[src/rtl/cpu_pkg.sv]
`default_nettype none
// ============================================================================
// Module      : cpu_pkg
// Description : Shared types and constants for the multicycle control
//               sequencer: state encoding, instruction classes, opcode and
//               extended-opcode fields, condition codes, ALU flag bit
//               positions and write-back select encodings.
//               The optional JAL feature (macro CPU_CTRL_JAL_EN) is resolved
//               in cpu_ctrl_seq; this package always recognises the JAL
//               encoding as its own class.
// Revision    : 1.0  initial release
// ============================================================================
package cpu_pkg;

    typedef enum logic [2:0] {
        ST_FETCH  = 3'd0,
        ST_FWAIT  = 3'd1,
        ST_DECODE = 3'd2,
        ST_EXEC   = 3'd3,
        ST_MWAIT  = 3'd4,
        ST_WB     = 3'd5
    } state_e;

    typedef enum logic [2:0] {
        CL_ALU   = 3'd0,
        CL_LOAD  = 3'd1,
        CL_STOR  = 3'd2,
        CL_BCOND = 3'd3,
        CL_JCOND = 3'd4,
        CL_JAL   = 3'd5,
        CL_ILL   = 3'd6
    } class_e;

    // Primary opcode field IR[15:12]
    localparam logic [3:0] c_OP_RTYPE = 4'h0;
    localparam logic [3:0] c_OP_ANDI  = 4'h1;
    localparam logic [3:0] c_OP_ORI   = 4'h2;
    localparam logic [3:0] c_OP_XORI  = 4'h3;
    localparam logic [3:0] c_OP_SPEC  = 4'h4;
    localparam logic [3:0] c_OP_ADDI  = 4'h5;
    localparam logic [3:0] c_OP_ADDUI = 4'h6;
    localparam logic [3:0] c_OP_ADDCI = 4'h7;
    localparam logic [3:0] c_OP_SHIFT = 4'h8;
    localparam logic [3:0] c_OP_SUBI  = 4'h9;
    localparam logic [3:0] c_OP_SUBCI = 4'hA;
    localparam logic [3:0] c_OP_CMPI  = 4'hB;
    localparam logic [3:0] c_OP_BCOND = 4'hC;
    localparam logic [3:0] c_OP_MOVI  = 4'hD;

    // Extended opcode field IR[7:4] under c_OP_SPEC
    localparam logic [3:0] c_EXT_LOAD  = 4'h0;
    localparam logic [3:0] c_EXT_STOR  = 4'h4;
    localparam logic [3:0] c_EXT_JAL   = 4'h8;
    localparam logic [3:0] c_EXT_JCOND = 4'hC;

    // Condition codes IR[11:8]
    localparam logic [3:0] c_CC_EQ = 4'd0;
    localparam logic [3:0] c_CC_NE = 4'd1;
    localparam logic [3:0] c_CC_CS = 4'd2;
    localparam logic [3:0] c_CC_CC = 4'd3;
    localparam logic [3:0] c_CC_HI = 4'd4;
    localparam logic [3:0] c_CC_LS = 4'd5;
    localparam logic [3:0] c_CC_GT = 4'd6;
    localparam logic [3:0] c_CC_LE = 4'd7;
    localparam logic [3:0] c_CC_FS = 4'd8;
    localparam logic [3:0] c_CC_FC = 4'd9;
    localparam logic [3:0] c_CC_LO = 4'd10;
    localparam logic [3:0] c_CC_HS = 4'd11;
    localparam logic [3:0] c_CC_LT = 4'd12;
    localparam logic [3:0] c_CC_GE = 4'd13;
    localparam logic [3:0] c_CC_UC = 4'd14;
    localparam logic [3:0] c_CC_NV = 4'd15;

    // Bit positions within AluFlags = {C,L,F,Z,N}
    localparam int c_FLAG_N = 0;
    localparam int c_FLAG_Z = 1;
    localparam int c_FLAG_F = 2;
    localparam int c_FLAG_L = 3;
    localparam int c_FLAG_C = 4;

    // WbSel encodings
    localparam logic [1:0] c_WB_ALU  = 2'd0;
    localparam logic [1:0] c_WB_MEM  = 2'd1;
    localparam logic [1:0] c_WB_LINK = 2'd2;

    // Classify a 16-bit instruction word. Every R-type extension is handed
    // to the ALU; I-type opcodes 0xE and 0xF have no meaning and are illegal.
    function automatic class_e decode_class(input logic [15:0] ir);
        class_e cl;
        cl = CL_ILL;
        case (ir[15:12])
            c_OP_RTYPE, c_OP_ANDI, c_OP_ORI, c_OP_XORI, c_OP_ADDI,
            c_OP_ADDUI, c_OP_ADDCI, c_OP_SHIFT, c_OP_SUBI, c_OP_SUBCI,
            c_OP_CMPI, c_OP_MOVI: cl = CL_ALU;
            c_OP_BCOND:           cl = CL_BCOND;
            c_OP_SPEC: begin
                case (ir[7:4])
                    c_EXT_LOAD:  cl = CL_LOAD;
                    c_EXT_STOR:  cl = CL_STOR;
                    c_EXT_JCOND: cl = CL_JCOND;
                    c_EXT_JAL:   cl = CL_JAL;
                    default:     cl = CL_ILL;
                endcase
            end
            default: cl = CL_ILL;
        endcase
        return cl;
    endfunction

endpackage
`default_nettype wire

[src/rtl/cpu_cond_eval.sv]
`default_nettype none
// ============================================================================
// Module      : cpu_cond_eval
// Description : Combinational branch/jump condition evaluation.
// Ports       : i_cond  [3:0] condition code from IR[11:8]
//               i_flags [4:0] registered ALU flags {C,L,F,Z,N}
//               o_taken       condition is true
// Revision    : 1.0  initial release
// ============================================================================
module cpu_cond_eval
    import cpu_pkg::*;
(
    input  logic [3:0] i_cond,
    input  logic [4:0] i_flags,
    output logic       o_taken
);

    logic w_c, w_l, w_f, w_z, w_n;

    assign w_c = i_flags[c_FLAG_C];
    assign w_l = i_flags[c_FLAG_L];
    assign w_f = i_flags[c_FLAG_F];
    assign w_z = i_flags[c_FLAG_Z];
    assign w_n = i_flags[c_FLAG_N];

    always_comb begin
        o_taken = 1'b0;
        case (i_cond)
            c_CC_EQ: o_taken = w_z;
            c_CC_NE: o_taken = !w_z;
            c_CC_CS: o_taken = w_c;
            c_CC_CC: o_taken = !w_c;
            c_CC_HI: o_taken = w_l;
            c_CC_LS: o_taken = !w_l;
            c_CC_GT: o_taken = w_n;
            c_CC_LE: o_taken = !w_n;
            c_CC_FS: o_taken = w_f;
            c_CC_FC: o_taken = !w_f;
            c_CC_LO: o_taken = !w_l && !w_z;
            c_CC_HS: o_taken = w_l || w_z;
            c_CC_LT: o_taken = !w_n && !w_z;
            c_CC_GE: o_taken = w_n || w_z;
            c_CC_UC: o_taken = 1'b1;
            c_CC_NV: o_taken = 1'b0;
        endcase
    end

endmodule
`default_nettype wire

[src/rtl/cpu_ctrl_seq.sv]
`default_nettype none
// ============================================================================
// Module      : cpu_ctrl_seq
// Description : Multicycle control sequencer. Owns PC and IR and steps each
//               instruction through FETCH, FWAIT, DECODE, EXEC, MWAIT, WB.
//               Optional feature macro: CPU_CTRL_JAL_EN enables JAL
//               (link write-back, jump to JumpTarget); otherwise JAL is
//               reported as an illegal instruction.
// Ports       : Clk, Rst (sync, active high), Run (fetch permit),
//               InstrIn (RAM read data), AluFlags {C,L,F,Z,N},
//               JumpTarget (Rsrc value) -> InstrAddr (PC), RdestLoc,
//               RsrcLoc, OpCode, Imm, ImmSel, RegWe, WbSel, MemRe, MemWe,
//               IllegalInstr, State (debug)
// Revision    : 1.0  initial release
// ============================================================================
module cpu_ctrl_seq
    import cpu_pkg::*;
#(
    parameter int                 DATA_W   = 16,
    parameter int                 ADDR_W   = 16,
    parameter int                 MEM_LAT  = 1,
    parameter logic [ADDR_W-1:0]  RESET_PC = '0
) (
    input  logic              Clk,
    input  logic              Rst,
    input  logic              Run,
    input  logic [DATA_W-1:0] InstrIn,
    input  logic [4:0]        AluFlags,
    input  logic [ADDR_W-1:0] JumpTarget,
    output logic [ADDR_W-1:0] InstrAddr,
    output logic [3:0]        RdestLoc,
    output logic [3:0]        RsrcLoc,
    output logic [7:0]        OpCode,
    output logic [DATA_W-1:0] Imm,
    output logic              ImmSel,
    output logic              RegWe,
    output logic [1:0]        WbSel,
    output logic              MemRe,
    output logic              MemWe,
    output logic              IllegalInstr,
    output logic [2:0]        State
);

    // Wait counter runs 0..MEM_LAT-1; MEM_LAT is limited to 1..4.
    localparam logic [1:0] c_LAT_LAST = 2'(MEM_LAT - 1);

    state_e            state_q, state_d;
    logic [ADDR_W-1:0] pc_q, pc_d;
    logic [DATA_W-1:0] ir_q, ir_d;
    logic [1:0]        cnt_q, cnt_d;

    class_e            w_class_raw, w_class;
    logic              w_taken;
    logic              w_imm_zext;
    logic [ADDR_W-1:0] w_pc_inc;
    logic [ADDR_W-1:0] w_br_target;
    logic              w_exec;
    logic              w_wb;

    assign w_class_raw = decode_class(ir_q[15:0]);

`ifdef CPU_CTRL_JAL_EN
    assign w_class = w_class_raw;
`else
    assign w_class = (w_class_raw == CL_JAL) ? CL_ILL : w_class_raw;
`endif

    cpu_cond_eval u_cond (
        .i_cond  (ir_q[11:8]),
        .i_flags (AluFlags),
        .o_taken (w_taken)
    );

    // Natural-width adds give modulo 2^ADDR_W wrap in both directions.
    assign w_pc_inc    = pc_q + ADDR_W'(1);
    assign w_br_target = pc_q + {{(ADDR_W-8){ir_q[7]}}, ir_q[7:0]};

    always_comb begin
        state_d = state_q;
        pc_d    = pc_q;
        ir_d    = ir_q;
        cnt_d   = cnt_q;
        case (state_q)
            ST_FETCH: begin
                if (Run) begin
                    state_d = ST_FWAIT;
                    cnt_d   = '0;
                end
            end
            ST_FWAIT: begin
                if (cnt_q == c_LAT_LAST) begin
                    ir_d    = InstrIn;
                    state_d = ST_DECODE;
                end else begin
                    cnt_d = cnt_q + 2'd1;
                end
            end
            ST_DECODE: state_d = ST_EXEC;
            ST_EXEC: begin
                state_d = ST_FETCH;
                pc_d    = w_pc_inc;
                case (w_class)
                    CL_LOAD: begin
                        // PC advances only once the load completes in WB.
                        state_d = ST_MWAIT;
                        pc_d    = pc_q;
                        cnt_d   = '0;
                    end
                    CL_BCOND: if (w_taken) pc_d = w_br_target;
                    CL_JCOND: if (w_taken) pc_d = JumpTarget;
                    CL_JAL:   pc_d = JumpTarget;
                    default:  ;
                endcase
            end
            ST_MWAIT: begin
                if (cnt_q == c_LAT_LAST) begin
                    state_d = ST_WB;
                end else begin
                    cnt_d = cnt_q + 2'd1;
                end
            end
            ST_WB: begin
                pc_d    = w_pc_inc;
                state_d = ST_FETCH;
            end
            default: state_d = ST_FETCH;
        endcase
    end

    always_ff @(posedge Clk) begin
        if (Rst) begin
            state_q <= ST_FETCH;
            pc_q    <= RESET_PC;
            ir_q    <= '0;
            cnt_q   <= '0;
        end else begin
            state_q <= state_d;
            pc_q    <= pc_d;
            ir_q    <= ir_d;
            cnt_q   <= cnt_d;
        end
    end

    // Strobes decode the current state; gating with Rst keeps an aborted
    // instruction from issuing a write in the cycle reset is applied.
    assign w_exec = (state_q == ST_EXEC) && !Rst;
    assign w_wb   = (state_q == ST_WB) && !Rst;

    assign RegWe        = (w_exec && ((w_class == CL_ALU) || (w_class == CL_JAL))) || w_wb;
    assign MemRe        = w_exec && (w_class == CL_LOAD);
    assign MemWe        = w_exec && (w_class == CL_STOR);
    assign IllegalInstr = w_exec && (w_class == CL_ILL);
    assign WbSel        = w_wb ? c_WB_MEM :
                          (w_exec && (w_class == CL_JAL)) ? c_WB_LINK : c_WB_ALU;

    // Logic immediates are zero-extended, everything else sign-extended.
    assign w_imm_zext = (ir_q[15:12] == c_OP_ANDI) || (ir_q[15:12] == c_OP_ORI) ||
                        (ir_q[15:12] == c_OP_XORI);
    assign Imm        = w_imm_zext ? {{(DATA_W-8){1'b0}}, ir_q[7:0]}
                                   : {{(DATA_W-8){ir_q[7]}}, ir_q[7:0]};
    assign ImmSel     = (w_class == CL_ALU) && (ir_q[15:12] != c_OP_RTYPE);

    assign InstrAddr = pc_q;
    assign RdestLoc  = ir_q[11:8];
    assign RsrcLoc   = ir_q[3:0];
    assign OpCode    = {ir_q[15:12], ir_q[7:4]};
    assign State     = state_q;

endmodule
`default_nettype wire

[config.mk]
export PLATFORM = sky130hd
export DESIGN_NAME = cpu_ctrl_seq
export DESIGN_NICKNAME = d
export VERILOG_FILES = /design/src/rtl/cpu_pkg.sv /design/src/rtl/cpu_cond_eval.sv /design/src/rtl/cpu_ctrl_seq.sv
export SDC_FILE = /design/constraint.sdc
export NUM_CORES = 1
export LEC_CHECK = 0
export BUFFER_PORTS_ARGS = -buffer_cell sky130_fd_sc_hd__buf_2
export CAP_MARGIN = 40
export CORE_ASPECT_RATIO = 1.1
export CORE_MARGIN = 1.5
export CORE_UTILIZATION = 25
export DETAILED_ROUTE_END_ITERATION = 10
export PLACE_DENSITY = 0.42
export SLEW_MARGIN = 10
export SYNTH_ARGS = -nofsm -noshare
export SYNTH_HDL_FRONTEND = slang
export SYNTH_SLANG_ARGS = --single-unit
[constraint.sdc]
create_clock -name Clk -period 3.55 [get_ports Clk]
set_input_delay 0 -clock Clk [delete_from_list [all_inputs] [get_ports Clk]]
set_output_delay 0 -clock Clk [all_outputs]
set_load 0.01 [all_outputs]
== Yosys cells after proc, flatten, opt, wreduce, memory -nomap -nowiden ==
Cells that the tools add are included.
Storage, ports and cells
  bits in registers: 37
  bits of input ports: 40
  output and inout bits: 58
  word-level logic and storage cells: 113
Cells by class
  $add $sub $neg: 3
  eq/ne operators: 49
  muxes and demuxes: 20
  reductions and logical operators: 37
Operator list (count)
  $eq A4 B4 Y1 const B: 16
  $pmux W16 S4: 1
  $mux W16: 3
  $eq A4 B3 Y1 const B: 9
  $pmux W16 S2: 1
  $eq A3 B3 Y1 const B: 6
  $add A16 B1 Y16 const B: 1
  $add A16 B16 Y16: 1
  $eq A4 B2 Y1 const B: 4
  $pmux W1 S16: 1
  $mux W3: 5
  $pmux W3 S5: 1
  $eq A3 B2 Y1 const B: 4
  $logic_not A4 Y1: 3
  $pmux W3 S4: 1
  $reduce_or A12 Y1: 1
  $logic_and A1 B1 Y1: 10
  $mux W2: 5
  $ne A2 B2 Y1 const B: 5
  $pmux W3 S3: 1
  $eq A4 B1 Y1 const B: 2
  $eq A3 B1 Y1 const B: 2
  $logic_not A1 Y1: 6
  $logic_not A3 Y1: 2
  other kinds (12): 18

== Longest topological paths before layout ==
Gate-level depths: netlist of the first run.
  depth after elaboration: 9
  mapped depth: 10
  mapped depth without buffers: 10

== Modules after synthesis ==
Synthesis of the first run repeated with hierarchy kept, for this count alone.
Unflattened totals
  cell total of the unflattened synthesis: 480
  area, all modules: 3504.6 sq um
Modules (own cells, without submodules)
  cpu_ctrl_seq: instances 1, cells an instance 457, area an instance 3320.7 sq um, seq. area each 740.7 sq um
  cpu_cond_eval: instances 1, cells an instance 23, area an instance 183.9 sq um, seq. area each 0.0 sq um

== Worst setup path before layout of the first run ==
OpenSTA, ideal clock, no wires.
  path type: flip-flop to flip-flop
  start point: reg pc_q[0], in the netlist InstrAddr[0]
  end point: reg pc_q[10], in the netlist InstrAddr[10]
  setup time: 0.127 ns
  arrival: 2.643 ns
  required time: 3.423 ns
  path slack: 0.780 ns
  stages on the path, launching flop included: 11
  path buffers: 0
  clock period less this slack: 2.770 ns
  cells stage by stage: dfxtp_1 > ha_1 > fa_1 > a21o_1 > a221oi_1 > a21oi_1 > o22ai_1 > xnor2_1 > a22o_1 > and3_1 > or3_1
On the way
  longest elaborated chain between the ends: 4
  elaborated cells between the ends (all ways): 6
  those cells by class: add/sub (2); mux (4)
Ends and longest elaborated chain
  from (decl): line cpu_ctrl_seq.sv:48  | logic [ADDR_W-1:0] pc_q, pc_d;
  from (signal assigned): line cpu_ctrl_seq.sv:138  | pc_q <= pc_d;
  $add A16 B1 Y16 / $add A16 B16 Y16 (equally long branches): line cpu_ctrl_seq.sv:75, cpu_ctrl_seq.sv:76
  $mux W16, on equally long branches: line cpu_ctrl_seq.sv:110, cpu_ctrl_seq.sv:109
  $pmux W16 S4: line cpu_ctrl_seq.sv:102  | case (w_class)
  $pmux W16 S2 *: line cpu_ctrl_seq.sv:83  | case (state_q)
Every way passes the cells marked *; elsewhere a longest branch is shown, timed or not.
A chain may end at the register's enable or synchronous reset.

== Worst setup path in the final report of the first run ==
Ends and elaborated chain as after synthesis.

==> reports/results.ini, run 1 <==
[clock_tree]
cts.clk_slew.worst_paths_ps = 60
postCtsSetupRepairBufs = 0
clock_latency_ps = 290
ctsLongestPathBuffers = 2
numCtsBuffers = 5
htree_levels = 2
cts_sinks = 37
cts_root_buf = clkbuf_16
cts-resized-gates = 0
cts_tree = done

[hold_path]
hold_start = JumpTarget[3]
hold_path_class = input pin to flip-flop
hold_depth = 5
min_to = InstrAddr[3]

[critical_path]
r2r-start = InstrAddr[0]
critical_path.slowest_cell = fa_1
arrival_ps = 3000
worstPathRequired_ps = 3720
worstPathCellList = ha_1 -> fa_1 -> a21o_1 -> a221oi_1 -> buf_4 -> a21oi_1 -> o22ai_1 -> xnor2_1 -> a22o_1 -> and3_1 -> or3_1
slowest_delay_ps = 420
path_class = flip-flop to flip-flop
r2r-end = InstrAddr[10]
critPathCaptureType = flip-flop
worstRegToRegCells = 11
critical_path.max_fanout = 7
critPathLaunchType = flip-flop
rrSetupSlack_ps = 720

[synthesis]
synthArstFlopShare_pct = 0
synthFlopType = dfxtp_1
syn_area_sq_mm = 0.00322
synth_cell_type_count = 70
syn_area_per_cell_sq_um = 7.41
synth_edf_count = 0
synth_nets = 493
ys_seq_area_share_pct = 23.0
syn_inst = 435
yosys_warnings = 0
ys_ff_latch = 37

[final_layout]
stdcell_area_sq_mm = 0.00402
drive_gt1_share_pct = 25.5
fill_cells = 1427
final_common_cell = buf_2
stdcell_count = 686
num-nets-final = 586
final_cell_mix = buf_2 (96), nand2_1 (66), a21oi_1 (45)
syn_to_final_growth_pct = 24.8
antennaDiodeCount = 0

[floorplan]
ioPinCount = 98
fp-row-count = 43
core_sq_mm = 0.0126
die_y_um = 122
start_util_pct = 25.6
die_x_um = 111
dieArea_sq_mm = 0.0136

[detailed_routing]
drcViolationCount = 0
routed_wl_mm = 11.3
routed_via_density = 5.03
vias = 3451
wl_per_cell_um = 16.4
firstDrtPassIters = 4
postRouteAntennaNets = 0
drt_iter0_drc = 132

[timing]
fin_crit_sh_pct = 79.7
worst_pin_slew_ps = 739
finalMaxSlewViolations = 0
setup_viol = 0
finalCriticalPeriod_ps = 2830
clock_skew_ps = 6.53
clock.fmax_mhz = 353
hold_violations = 0
slew_headroom_pct = 50.7
finalSetupTns_ps = 0
rsz0062_at_grt = no

[pwr]
power_density_mw_per_mm2 = 294
p_leak_nw = 1.73
peakVddDrop_mv = 0.155

[flow_run]
drv_cap = 0

[global_routing]
grt_pass1_vias = 3242
grt_antenna_before_repair = 0
grt-ovfl-total = 0
grt_max_degree = 28
grt_pass1_wl_mm = 17.4
track_usage_pct = 16.3

[placed_design]
io_buffers = 96
hpwl_mm = 8.42
placed_cells = 662
gp_congestion = 0.851
post_dp_cell_area_sq_mm = 0.00372

[outcome]
status = finished, final reports clean

==> per-layer routing <==
layer	track usage, %	routed length (um)	share of wire (%)	vias to the layer above
met1	21.0	5250	47	1578
met4	4.03	115	1.0	0
met3	2.89	483	4.3	10
li1	-	-	-	1768
met2	28.3	5430	48	95
met5	0	0	0	-
==> stage by stage <==
stage	hold slack [ps]	setup WS (ps)	power [W]	util (%)
floorplan	136	780	0.000646	-
global placement	245	798	0.000728	29.5
detailed placement	248	759	0.000733	29.6
CTS	21.3	706	0.00120	32.0
global route	38.5	530	0.00125	32.0
finish	22.4	721	0.00118	32.0
==> timing repair <==
item,CTS,global route
setup endpoints to repair,0,0
hold buffers,16,0
endpoints found under the hold margin,16,0
==> synth_stat cells (4+ instances only) <==
library cell | n | area share, %
a21o_1 | 7 | 1.6
a21oi_1 | 45 | 7.0
a22oi_1 | 7 | 1.6
a31oi_1 | 7 | 1.4
and3_1 | 6 | 1.2
buf_4 | 18 | 4.2
clkbuf_1 | 11 | 1.3
clkbuf_8 | 4 | 1.7
dfxtp_1 | 37 | 23
ha_1 | 17 | 6.6
inv_1 | 10 | 1.2
mux2_2 | 4 | 1.4
nand2_1 | 66 | 7.7
nand2b_1 | 6 | 1.2
nand3_1 | 14 | 2.2
nor2_1 | 33 | 3.8
nor3_1 | 12 | 1.9
nor4_1 | 10 | 1.9
o21a_1 | 4 | 0.93
o21ai_0 | 27 | 4.2
o21ai_1 | 4 | 0.62
o32a_1 | 4 | 1.2
xnor2_1 | 5 | 1.4
xor2_1 | 5 | 1.4
==> flip-flops by register name (all words and copies together) (netlist names) <==
| name | flops |
|---|---|
| InstrAddr | 16 |
| State | 3 |
| cnt_q | 2 |
| ir_q | 16 |
==> worst max-delay path: cells and delay by family, from the launching register on <==
| family | cells | cell delay (ps) |
|---|---|---|
| buf+inv | 1 | 190 |
| fa+ha+maj | 2 | 680 |
| simple gates | 2 | 510 |
| xor+xnor | 1 | 100 |
| flops | 1 | 360 |
| compound gates | 5 | 890 |
==> worst max-delay path by stage <==
stage | from | end | slack, ps
final | InstrAddr[0] | InstrAddr[10] | 720
after global routing | ir_q[9] | InstrAddr[10] | 530
after CTS | InstrAddr[0] | InstrAddr[10] | 710
after detailed placement | InstrAddr[0] | InstrAddr[10] | 760
after global placement | InstrAddr[0] | InstrAddr[10] | 800
after floorplan | InstrAddr[0] | InstrAddr[10] | 780
==> final cells by class <==
class	count	area, sq um	share of cell area (%)
Clock inverter	2	10.0	0.249
Sequential cell	37	741	18.4
Inverter	10	37.5	0.933
Tap cell	157	196	4.88
Clock buffer	6	129	3.20
Timing Repair Buffer	123	723	18.0
Multi-Input combinational cell	351	2190	54.4
==> report_power, final <==
group	total, W	internal, W	switching [W]
combinational	0.000262	0.000114	0.000148
clock	0.000452	0.000259	0.000193
sequential	0.000471	0.000434	0.0000365
total	0.00118	0.000807	0.000378
==> cells by family (layout without fill, tap and decap cells) <==
| family | after synthesis | in the layout | synth area share, % |
|---|---|---|---|
| buffers and inverters | 47 | 141 | 9.35 |
| other | 1 | 1 | 0.116 |
| AOI/OAI and AO/OA | 138 | 138 | 27.8 |
| adders and majority gates | 18 | 18 | 7.22 |
| muxes | 8 | 8 | 2.79 |
| xor gates and xnor gates | 10 | 10 | 2.72 |
| and+or+nand+nor | 176 | 176 | 27.0 |
| DFF | 37 | 37 | 23.0 |
No activity file was read; power rests on OpenSTA's default activity.
==> run 2: changes to the inputs <==
==> constraint.sdc (replaced) <==
create_clock -name Clk -period 2.87 [get_ports Clk]
set_input_delay 0 -clock Clk [delete_from_list [all_inputs] [get_ports Clk]]
set_output_delay 0 -clock Clk [all_outputs]
set_load 0.01 [all_outputs]
==> reports/results.ini, run 2 (synthesis gave the netlist of run 1 again) <==
[outcome]
status = finished, final reports clean

[critical_path]
critPathCaptureType = flip-flop
r2r-start = ir_q[8]
path_class = flip-flop to flip-flop
critPathLaunchType = flip-flop
cp_top_family = compound AO/OA/AOI/OAI gates
worstPathRequired_ps = 3100
worstPathCellList = nor4b_2 -> a2111oi_0 -> a211o_2 -> o21bai_4 -> nor3_4 -> buf_12 -> or4_1 -> o32a_1 -> nand2_1
arrival_ps = 2960
r2r-end = InstrAddr[12]
critical_path.slowest_cell = or4_1
critical_path.max_fanout = 13
path_buf_inv = 1
slowest_delay_ps = 460
worstRegToRegCells = 9
rrSetupSlack_ps = 140

[global_routing]
grt_pass1_wl_mm = 17.8
grt_antenna_before_repair = 0
track_usage_pct = 16.4
grt_pass1_vias = 3450
grt_max_degree = 29
grt-ovfl-total = 0

[floorplan]
ioPinCount = 98
die_x_um = 111
core_sq_mm = 0.0126
die_y_um = 122
dieArea_sq_mm = 0.0136
fp-row-count = 43
start_util_pct = 25.6

[pwr]
combPwrFrac_pct = 22.0
p_switching_w = 0.000475
p_leak_nw = 1.85
switching_share_pct = 30.1
pwr-share-clk_pct = 41.7
pwr-share-seq_pct = 36.3
peakVddDrop_mv = 0.198
power_density_mw_per_mm2 = 372
intPower_w = 0.00110

[placed_design]
gp_congestion = 0.816
hpwl_mm = 8.58
placed_cells = 680
io_buffers = 96

[timing]
hold_violations = 0
clock_skew_ps = 5.86
finalMaxSlewViolations = 0
setup_viol = 0
finalSetupTns_ps = 0
clock.fmax_mhz = 367
fin_crit_sh_pct = 95.0
finalCriticalPeriod_ps = 2730
worst_pin_slew_ps = 639
rsz0062_at_grt = no
slew_headroom_pct = 57.4

[final_layout]
antennaDiodeCount = 0
drive_gt1_share_pct = 28.9
final_cell_mix = buf_2 (96), nand2_1 (66), a21oi_1 (45)
stdcell_count = 707
syn_to_final_growth_pct = 31.7
fill_cells = 1403
register_area_sq_um = 742
num-nets-final = 607
multi_input_area_sq_mm = 0.00219
final_common_cell = buf_2

[clock_tree]
cts_root_buf = clkbuf_16
numCtsBuffers = 5
cts_sinks = 37
clock_latency_ps = 290
cts.clk_slew.worst_paths_ps = 60
cts_tree = done
htree_levels = 2
ctsLongestPathBuffers = 2

[detailed_routing]
drcViolationCount = 0
firstDrtPassIters = 4
wl_per_cell_um = 15.8
routed_wl_mm = 11.2
drt_iter0_drc = 135
postRouteAntennaNets = 0
vias = 3530
routed_via_density = 4.99

[hold_path]
hold_start = JumpTarget[4]
hold_path_class = input pin to flip-flop
hold_depth = 5
min_to = InstrAddr[4]

[flow_run]
drv_cap = 0

-- run 2: layout make-up --
type / instances / area share (%)
well taps: 157 / 4.62
flip-flops and latches: 37 / 17.5
multi-input cells: 351 / 51.7
clock inverters: 3 / 1.09
repair buffers: 144 / 21.3
inverters: 10 / 0.884
clock buffers: 5 / 2.95
-- run 2: worst max path at each step --
| stage | from | endpoint | slack (ps) | depth (start not counted) |
|---|---|---|---|---|
| after global placement | ir_q[0] | InstrAddr[10] | 110 | 10 |
| after global routing | ir_q[8] | InstrAddr[12] | 20 | 9 |
| after detailed placement | ir_q[0] | InstrAddr[10] | 50 | 10 |
| after floorplan | InstrAddr[0] | InstrAddr[10] | 100 | 10 |
| after CTS | ir_q[0] | InstrAddr[10] | 20 | 10 |
| final | ir_q[8] | InstrAddr[12] | 140 | 9 |
-- run 2: what timing repair did --
item	4_1_cts	5_1_grt
endpoints found under the setup margin	0	5
setup buffers	0	3
hold buffers	16	0
gates resized for setup	0	3
hold endpoints to repair	16	0
-- run 2: power groups by stage --
stage / logic (W) / registers (W) / clock network, W
2_1_floorplan: 0.000211 / 0.000588 / 0
3_3_place_gp: 0.000327 / 0.000584 / 0
3_5_place_dp: 0.000331 / 0.000586 / 0
4_1_cts: 0.000349 / 0.000574 / 0.000675
5_1_grt: 0.000384 / 0.000579 / 0.000699
6_report: 0.000347 / 0.000574 / 0.000659
-- run 2: metal layers --
layer / part of all wire, % / up-vias / GRT usage (%)
li1: - / 1810 / -
met1: 48 / 1615 / 21.0
met2: 47 / 90 / 28.5
met3: 3.5 / 15 / 2.44
met4: 2.0 / 0 / 5.22
met5: 0 / - / 0
-- run 2: through the flow --
stage / util, % / cell area [sq um] / hold WS, ps / power, W / worst slack [ps]
global placement: 30.6 / 3850 / 243 / 0.000911 / 115
floorplan: - / 3220 / 136 / 0.000799 / 100
detailed placement: 30.8 / 3870 / 250 / 0.000917 / 46.0
global route: 33.7 / 4250 / 78.5 / 0.00166 / 23.1
CTS: 33.4 / 4200 / 16.0 / 0.00160 / 17.3
finish: 33.7 / 4250 / 25.4 / 0.00158 / 142
-- run 2: worst register-to-register path, stage by stage, from the launching register on --
cell	delay, ps
dfxtp_1	410
nor4b_2	430
a2111oi_0	130
a211o_2	370
o21bai_4	270
nor3_4	90
buf_12	150
or4_1	460
o32a_1	290
nand2_1	60
